<file path="config.mk">
export PLATFORM = sky130hd
export DESIGN_NAME = mod_addsub_pipe_flat
export DESIGN_NICKNAME = d
export VERILOG_FILES = /design/src/rtl/mod_arith_pkg.sv /design/src/rtl/mod_addsub_pipe_if.sv /design/src/rtl/mod_result_select.sv /design/src/rtl/mod_addsub_pipe.sv /design/src/flat_wrapper.sv
export SDC_FILE = /design/constraint.sdc
export NUM_CORES = 1
export LEC_CHECK = 0
export CAP_MARGIN = 10
export CORE_ASPECT_RATIO = 0.9
export CORE_UTILIZATION = 56
export CTS_BUF_LIST = sky130_fd_sc_hd__clkbuf_16
export CTS_CLUSTER_DIAMETER = 100
export DETAILED_ROUTE_END_ITERATION = 10
export DONT_BUFFER_PORTS = 1
export HOLD_SLACK_MARGIN = 0.02
export PLACE_DENSITY = 0.71
export REMOVE_ABC_BUFFERS = 1
export SYNTH_ARGS = -nofsm -noshare
export SYNTH_HDL_FRONTEND = slang
export SYNTH_SLANG_ARGS = --single-unit
</file>
<file path="constraint.sdc">
create_clock -name clk -period 3 [get_ports clk]
set_input_delay 0.45 -clock clk [delete_from_list [all_inputs] [get_ports clk]]
set_output_delay 0.45 -clock clk [all_outputs]
set_load 0.01 [all_outputs]
</file>
<file path="src/rtl/mod_arith_pkg.sv">
// Shared definitions for the modular add/subtract datapath.
package mod_arith_pkg;

   localparam logic OP_ADD = 1'b0;
   localparam logic OP_SUB = 1'b1;

   // Internal arithmetic width: one extra bit holds the carry of a sum
   // or the sign (borrow) of a difference.
   function automatic int ext_width(input int width);
      return width + 1;
   endfunction

   // Per-beat control that travels alongside the data in every stage.
   typedef struct packed {
      logic s;    // OP_ADD / OP_SUB
      logic err;  // an operand was outside [0, M-1]
   } op_tag_t;

endpackage

</file>
<file path="src/rtl/mod_addsub_pipe_if.sv">
// Operand/result handshake bundle for mod_addsub_pipe.
// master = operand source + result consumer, slave = the pipeline.
interface mod_addsub_pipe_if #(
   parameter int WIDTH = 4
);
   logic             in_valid;
   logic             in_ready;
   logic             in_s;
   logic [WIDTH-1:0] in_a;
   logic [WIDTH-1:0] in_b;
   logic             out_valid;
   logic             out_ready;
   logic [WIDTH-1:0] out_z;
   logic             out_err;

   modport master (
      output in_valid, in_s, in_a, in_b, out_ready,
      input  in_ready, out_valid, out_z, out_err
   );

   modport slave (
      input  in_valid, in_s, in_a, in_b, out_ready,
      output in_ready, out_valid, out_z, out_err
   );
endinterface

</file>
<file path="src/rtl/mod_result_select.sv">
// Final-stage choice between the raw value v and the corrected value w,
// with error beats forced to zero.
module mod_result_select
   import mod_arith_pkg::*;
#(
   parameter  int WIDTH   = 4,
   parameter  int MODULUS = 13,
   localparam int EW      = ext_width(WIDTH)
) (
   input  logic             s,
   input  logic             err,
   input  logic [EW-1:0]    v,
   input  logic [EW-1:0]    w,
   output logic [WIDTH-1:0] z
);

   localparam logic [EW-1:0] M_EXT = EW'(MODULUS);

   logic use_w;

   // Add wraps when the sum reaches M; subtract wraps when it borrowed
   // (sign bit of the extended difference set).
   always_comb begin
      use_w = 1'b0;
      z     = '0;
      if (s == OP_ADD) use_w = (v >= M_EXT);
      else             use_w = v[EW-1];
      if (!err) z = WIDTH'(use_w ? w : v);
   end

endmodule

</file>
<file path="src/rtl/mod_addsub_pipe.sv">
// Three-stage (a +/- b) mod M pipeline with valid/ready on both sides.
// S1 registers operands and the range check, S2 registers raw and
// corrected candidates, S3 registers the chosen result.
module mod_addsub_pipe
   import mod_arith_pkg::*;
#(
   parameter int WIDTH   = 4,
   parameter int MODULUS = 13
) (
   input  logic              clk,
   input  logic              rst_n,
   mod_addsub_pipe_if.slave  bus
);

   localparam int EW = ext_width(WIDTH);

   if (MODULUS < 2 || MODULUS > (2 ** WIDTH) - 1) begin : g_bad_modulus
      $error("mod_addsub_pipe: MODULUS must lie in [2, 2**WIDTH-1]");
   end

   localparam logic [WIDTH-1:0] M_W   = WIDTH'(MODULUS);
   localparam logic [EW-1:0]    M_EXT = EW'(MODULUS);

   typedef struct packed {
      op_tag_t          tag;
      logic [WIDTH-1:0] a;
      logic [WIDTH-1:0] b;
   } s1_t;

   typedef struct packed {
      op_tag_t       tag;
      logic [EW-1:0] v;
      logic [EW-1:0] w;
   } s2_t;

   typedef struct packed {
      logic [WIDTH-1:0] z;
      logic             err;
   } s3_t;

   logic v1_q, v1_d, v2_q, v2_d, v3_q, v3_d;
   s1_t  s1_q, s1_d;
   s2_t  s2_q, s2_d;
   s3_t  s3_q, s3_d;
   logic ld1, ld2, ld3;
   logic [EW-1:0]    a_ext, b_ext, v_calc, w_calc;
   logic [WIDTH-1:0] z_sel;

   // A stage may load when it is empty or when its contents move on;
   // the chain collapses bubbles and never looks at in_valid.
   always_comb begin
      ld3 = !v3_q || bus.out_ready;
      ld2 = !v2_q || ld3;
      ld1 = !v1_q || ld2;
   end

   assign bus.in_ready  = ld1;
   assign bus.out_valid = v3_q;
   assign bus.out_z     = s3_q.z;
   assign bus.out_err   = s3_q.err;

   // S2 arithmetic: candidates are sized so neither can overflow.
   always_comb begin
      a_ext = {1'b0, s1_q.a};
      b_ext = {1'b0, s1_q.b};
      if (s1_q.tag.s == OP_ADD) begin
         v_calc = a_ext + b_ext;
         w_calc = v_calc - M_EXT;
      end else begin
         v_calc = a_ext - b_ext;
         w_calc = v_calc + M_EXT;
      end
   end

   mod_result_select #(
      .WIDTH   (WIDTH),
      .MODULUS (MODULUS)
   ) u_select (
      .s   (s2_q.tag.s),
      .err (s2_q.tag.err),
      .v   (s2_q.v),
      .w   (s2_q.w),
      .z   (z_sel)
   );

   // Next-state of every stage; payload only moves with a valid beat.
   always_comb begin
      v1_d = v1_q;
      v2_d = v2_q;
      v3_d = v3_q;
      s1_d = s1_q;
      s2_d = s2_q;
      s3_d = s3_q;
      if (ld1) begin
         v1_d = bus.in_valid;
         if (bus.in_valid) begin
            s1_d.tag.s   = bus.in_s;
            s1_d.tag.err = (bus.in_a >= M_W) || (bus.in_b >= M_W);
            s1_d.a       = bus.in_a;
            s1_d.b       = bus.in_b;
         end
      end
      if (ld2) begin
         v2_d = v1_q;
         if (v1_q) begin
            s2_d.tag = s1_q.tag;
            s2_d.v   = v_calc;
            s2_d.w   = w_calc;
         end
      end
      if (ld3) begin
         v3_d = v2_q;
         if (v2_q) begin
            s3_d.z   = z_sel;
            s3_d.err = s2_q.tag.err;
         end
      end
   end

   // Stage registers; reset empties the pipe and clears the outputs.
   always_ff @(posedge clk or negedge rst_n) begin
      if (!rst_n) begin
         v1_q <= 1'b0;
         v2_q <= 1'b0;
         v3_q <= 1'b0;
         s1_q <= '0;
         s2_q <= '0;
         s3_q <= '0;
      end else begin
         v1_q <= v1_d;
         v2_q <= v2_d;
         v3_q <= v3_d;
         s1_q <= s1_d;
         s2_q <= s2_d;
         s3_q <= s3_d;
      end
   end

endmodule
</file>
<file path="src/flat_wrapper.sv">
// flat-port wrapper written by rule: the top's interface ports become plain ports
module mod_addsub_pipe_flat import mod_arith_pkg::*;
#(
   parameter int WIDTH   = 4,
   parameter int MODULUS = 13
)
  (clk, rst_n, bus_in_valid, bus_in_s, bus_in_a, bus_in_b, bus_out_ready, bus_in_ready, bus_out_valid, bus_out_z, bus_out_err);
  mod_addsub_pipe_if #(.WIDTH(WIDTH)) bus_i ();
  input  logic clk;
  input  logic rst_n;
  input wire logic [$bits(bus_i.in_valid)-1:0] bus_in_valid;
  input wire logic [$bits(bus_i.in_s)-1:0] bus_in_s;
  input wire logic [$bits(bus_i.in_a)-1:0] bus_in_a;
  input wire logic [$bits(bus_i.in_b)-1:0] bus_in_b;
  input wire logic [$bits(bus_i.out_ready)-1:0] bus_out_ready;
  output wire logic [$bits(bus_i.in_ready)-1:0] bus_in_ready;
  output wire logic [$bits(bus_i.out_valid)-1:0] bus_out_valid;
  output wire logic [$bits(bus_i.out_z)-1:0] bus_out_z;
  output wire logic [$bits(bus_i.out_err)-1:0] bus_out_err;
  assign bus_i.in_valid = bus_in_valid;
  assign bus_i.in_s = bus_in_s;
  assign bus_i.in_a = bus_in_a;
  assign bus_i.in_b = bus_in_b;
  assign bus_i.out_ready = bus_out_ready;
  assign bus_in_ready = bus_i.in_ready;
  assign bus_out_valid = bus_i.out_valid;
  assign bus_out_z = bus_i.out_z;
  assign bus_out_err = bus_i.out_err;
  mod_addsub_pipe #(.WIDTH(WIDTH), .MODULUS(MODULUS)) u_core (.clk(clk), .rst_n(rst_n), .bus(bus_i));
endmodule
</file>
### Word-level counts from Yosys, hierarchy flattened

Cells that the tools add are included.

* multiplexer cells: 5
* $lt $le $gt $ge: 3
* add/sub/neg operators: 4
* reduce and logical (&&, ||, !) cells: 10

Operators with widths (number)
* 2-to-1 mux 4 bit: 3
* greater-or-equal comparator 4 bit, second input constant: 2
* AND reduction 2 bit: 3
* adder 4 x 4 -> 5 bit: 1
* greater-or-equal comparator 5 x 4 -> 1 bit, second input constant: 1
* 2-to-1 mux 5 bit: 1
* subtractor 4 x 4 -> 5 bit: 1
* adder 4 bit, second input constant: 1
* logical OR 1 bit: 4
* subtractor 4 bit, second input constant: 1
* logical NOT 1 bit: 3
* 2-to-1 mux 1 bit: 1

* output and inout bits: 7
* word-level logic and storage cells: 35
* register bits: 29

### Longest topological paths before layout

* word-level depth: 5
* gate-level depth with buffers: 9

### Hierarchy

From an unflattened synthesis, not the netlist that was laid out.

* cell total of the unflattened synthesis: 173
* area total of the unflattened synthesis: 1786.7 µm²

Modules (own cells, without submodules)
* mod_addsub_pipe: area each 1671.6 µm², cells an instance 153, times used 1
* mod_result_select: area each 115.1 µm², cells an instance 20, times used 1

### Worst setup path after synthesis

OpenSTA, ideal clock, no wires.

* path type: reg2reg
* start: register u_core.s1_q, in the netlist u_core.a_ext[0]
* end: register u_core.s2_q[3] (netlist bit)
* clock period less this slack: 1.976 ns
* path buffers: 0
* slack: 1.024 ns
* cell stages (with the launch flop): 10
* setup time: 0.087 ns
* data required time: 2.913 ns
* data arrival time: 1.889 ns
* cells stage by stage: dfrtp_1 inv_1 ha_1 inv_1 fa_1 xor2_1 a21oi_1 and4_1 mux2_1 a211oi_2

* longest elaborated chain between the ends: 3

Ends and longest elaborated chain
* start: declaration: RTL line mod_addsub_pipe.sv:42 `s1_t s1_q, s1_d;`
* start signal: assignment: RTL line mod_addsub_pipe.sv:126 `s1_q <= '0;`
* start signal: assignment: RTL line mod_addsub_pipe.sv:133 `s1_q <= s1_d;`
* adder 4 x 4 -> 5 bit / subtractor 4 x 4 -> 5 bit (equally long branches): RTL line mod_addsub_pipe.sv:67, mod_addsub_pipe.sv:70
* subtractor 4 bit / adder 4 bit (equally long branches): RTL line mod_addsub_pipe.sv:68, mod_addsub_pipe.sv:71
* 2-to-1 mux 4 bit (*): RTL line mod_addsub_pipe.sv:66 `if (s1_q.tag.s == OP_ADD) begin`
* end signal: assignment: RTL line mod_addsub_pipe.sv:127 `s2_q <= '0;`
* end signal: assignment: RTL line mod_addsub_pipe.sv:134 `s2_q <= s2_d;`
* end: declaration: RTL line mod_addsub_pipe.sv:43 `s2_t s2_q, s2_d;`

Every way passes the cells marked *; elsewhere a longest branch is shown, timed or not.
A chain may end at the register's enable or synchronous reset.

### Worst setup path after layout

Ends and elaborated chain as after synthesis.

==> out/metrics.yaml <==
pwr-share-comb: 0.297
violations: "DRC"
fin_util: 0.693
final_hold_viol_count: 0
critPathRequiredTime_ns: 3.19
synth_area_leader_cell: "dfrtp_1"
cts_tree: "done"
skew_ns: 0.00346
drt_wl_total_um: 2880
ys_types: 30
worstPathArrival_ns: 2.34
rows: 17
drv_slew: 0
place_ws_ns: 0.838
area.growth.synth_to_final_pct: 12.6
avgSynthCellArea_um2: 10.7
grt_antenna_before_repair: 0
yosysTopAreaCellShare: 0.458
grt_pass1_wl_um: 4910
nets: 178
cts_made_buffers: 5
cts_setup_buffers: 0
min_path_type: "primary input to flop"
most-common-layout-cells: "29 x dfrtp_1, 16 x nand2_1, 12 x nor2_1, 12 x mux2_2"
drc: 1
fin_ws_ns: 0.847
synthCells: 148
vias: 1066
finalCritPeriodShare: 0.718
cts_sinks: 29
wl_per_cell_um: 15.0
drtPass1Iterations: 7
period_needed_ns: 2.15
cap_violations: 0
start_kind: "flop"
setup_tns_ns: 0
final_common_cell: "dfrtp_1"
io_pins: 20
rsz0062_at_grt: "no"
antenna_cells: 0
synth_seq_cells: 29
track_usage: 0.229
power_per_cell_area_nw_per_um2: 867
drtIter0Drc: 34
hpwl_um: 2180
die_height_um: 52.5
synthTopCellsByArea: "dfrtp_1 46%, mux2_2 8.5%, ha_1 7.9%, nand2_1 3.8%, a21oi_1 3.2%"
portBuffers: 0
swShare: 0.336
seqPwrFrac: 0.402
ant_nets: 0
grt_max_degree: 30
crit_path_max_fanout: 4
htree_num_levels: 2
status: "complete, but fails checks"
max-vdd-ir-drop_mv: 0.499
first_global_vias: 1123
die_w_um: 58.1
fmax_mhz: 464
cts-root-buf: "clkbuf_16"
intPower_uw: 1030
slew_headroom: 0.670
die_area_um2: 3050
worstSkewPairLatency_ns: 0.27
drive_gt1_frac: 0.162
path_clk_slew_ns: 0.05
via_per_inst: 5.55
switchingPower_uw: 520
crit_type: "flop to flop"
clk_path_buf_depth: 2
syn_area_um2: 1580
place_congestion: 0.747
core_area_um2: 2570
grt-ovfl-total: 0
ys_seq_area_frac: 0.458
start_util: 0.615
worst_pin_slew_ns: 0.495
fillers: 196
finalSetupViolations: 0
total_leakage_power_uw: 0.000807
clockPowerShare: 0.301
cp-end-kind: "flop"
ys_warn_count: 0
==> cells by family after synthesis <==
| family | Yosys count | share of synthesized area |
|---|---|---|
| buffers and inverters | 13 | 0.0387 |
| AO/OA/AOI/OAI | 31 | 0.125 |
| flip-flops | 29 | 0.458 |
| adder cells (fa/ha/maj) | 12 | 0.104 |
| XOR/XNOR | 9 | 0.0498 |
| multiplexers | 17 | 0.118 |
| AND/OR/NAND/NOR | 37 | 0.107 |
==> repair_timing <==
item,CTS,global route
hold endpoints to repair,29,0
resized for setup,0,0
hold buffers,2,0
setup endpoints to repair,0,0
==> registers in the layout (all words and copies together) (netlist names) <==
register	count
u_core.s2_q	11
u_core.a_ext	4
u_core.b_ext	4
u_core.bus.out_z	4
u_core.s1_q	2
u_core.bus.out_err	1
u_core.bus.out_valid	1
u_core.v1_q	1
u_core.v2_q	1
==> synth_stat cells <==
master,instances
dfrtp_1,29
nand2_1,16
mux2_2,12
nor2_1,12
a21oi_1,10
ha_1,10
inv_1,7
o21ai_0,6
xnor2_1,5
mux2i_1,4
nand2b_1,4
o21ai_1,4
xor2_1,4
o211ai_1,3
o31ai_1,3
buf_2,2
clkbuf_1,2
fa_1,2
o41ai_1,2
a211oi_2,1
a21o_1,1
a221oi_2,1
and4_1,1
buf_6,1
inv_4,1
mux2_1,1
nand3b_1,1
nand4b_1,1
nor2b_1,1
nor3b_1,1
==> through the flow <==
| step | std cells | cell area (um^2) | hold WS [ns] | power [uW] |
|---|---|---|---|---|
| global route | 192 | 1780 | 0.300 | 1640 |
| global placement | 182 | 1610 | 0.155 | 1050 |
| detailed placement | 182 | 1610 | 0.155 | 1080 |
| CTS | 192 | 1780 | 0.292 | 1560 |
| floorplan | 143 | 1560 | 0.154 | 967 |
| finish | 192 | 1780 | 0.294 | 1550 |
==> worst paths after layout <==
kind / startpoint / endpoint / slack (ns) / depth (start not counted)
worst min-delay path: bus_in_valid / u_core.v1_q / 0.29 / 1
min in group asynchronous: rst_n / u_core.s2_q[9] / 0.62 / 2
worst max register to register: u_core.a_ext[0] / u_core.s2_q[3] / 0.85 / 9
worst max-delay path: u_core.a_ext[0] / u_core.s2_q[3] / 0.85 / 9
max in group asynchronous: rst_n / u_core.b_ext[0] / 2.21 / 2
worst min register to register: u_core.s2_q[0] / u_core.s2_q[0] / 0.49 / 2
==> power by group through the flow <==
stage	clock network, uW	logic (uW)	registers (uW)
3_5_place_dp	0	449	628
3_3_place_gp	0	428	618
4_1_cts	477	465	622
5_1_grt	484	522	637
6_report	466	459	621
2_1_floorplan	0	374	594
==> per-layer routing <==
metal  track usage  share of wire
met4         0.119          0.019
met2         0.406           0.52
met5             0              0
met1         0.254           0.42
met3        0.0593          0.042
==> critical path, stage by stage, from the launching register on <==
cell and delay (ns):
dfrtp_1 0.40, inv_1 0.07, ha_1 0.17, inv_1 0.06, fa_1 0.45, xor2_1 0.16
a21oi_1 0.07, and4_1 0.20, mux2_1 0.30, a211oi_2 0.19
==> cell type report <==
| type | count | area (um^2) | area share |
|---|---|---|---|
| Clock buffer | 5 | 125 | 0.0702 |
| Inverter | 8 | 32.5 | 0.0182 |
| Multi-Input combinational cell | 106 | 797 | 0.447 |
| Timing Repair Buffer | 3 | 37.5 | 0.0211 |
| Sequential cell | 29 | 726 | 0.407 |
| Tap cell | 38 | 47.5 | 0.0267 |
| Clock inverter | 3 | 17.5 | 0.00982 |
Power figures use the tool's default switching activity.
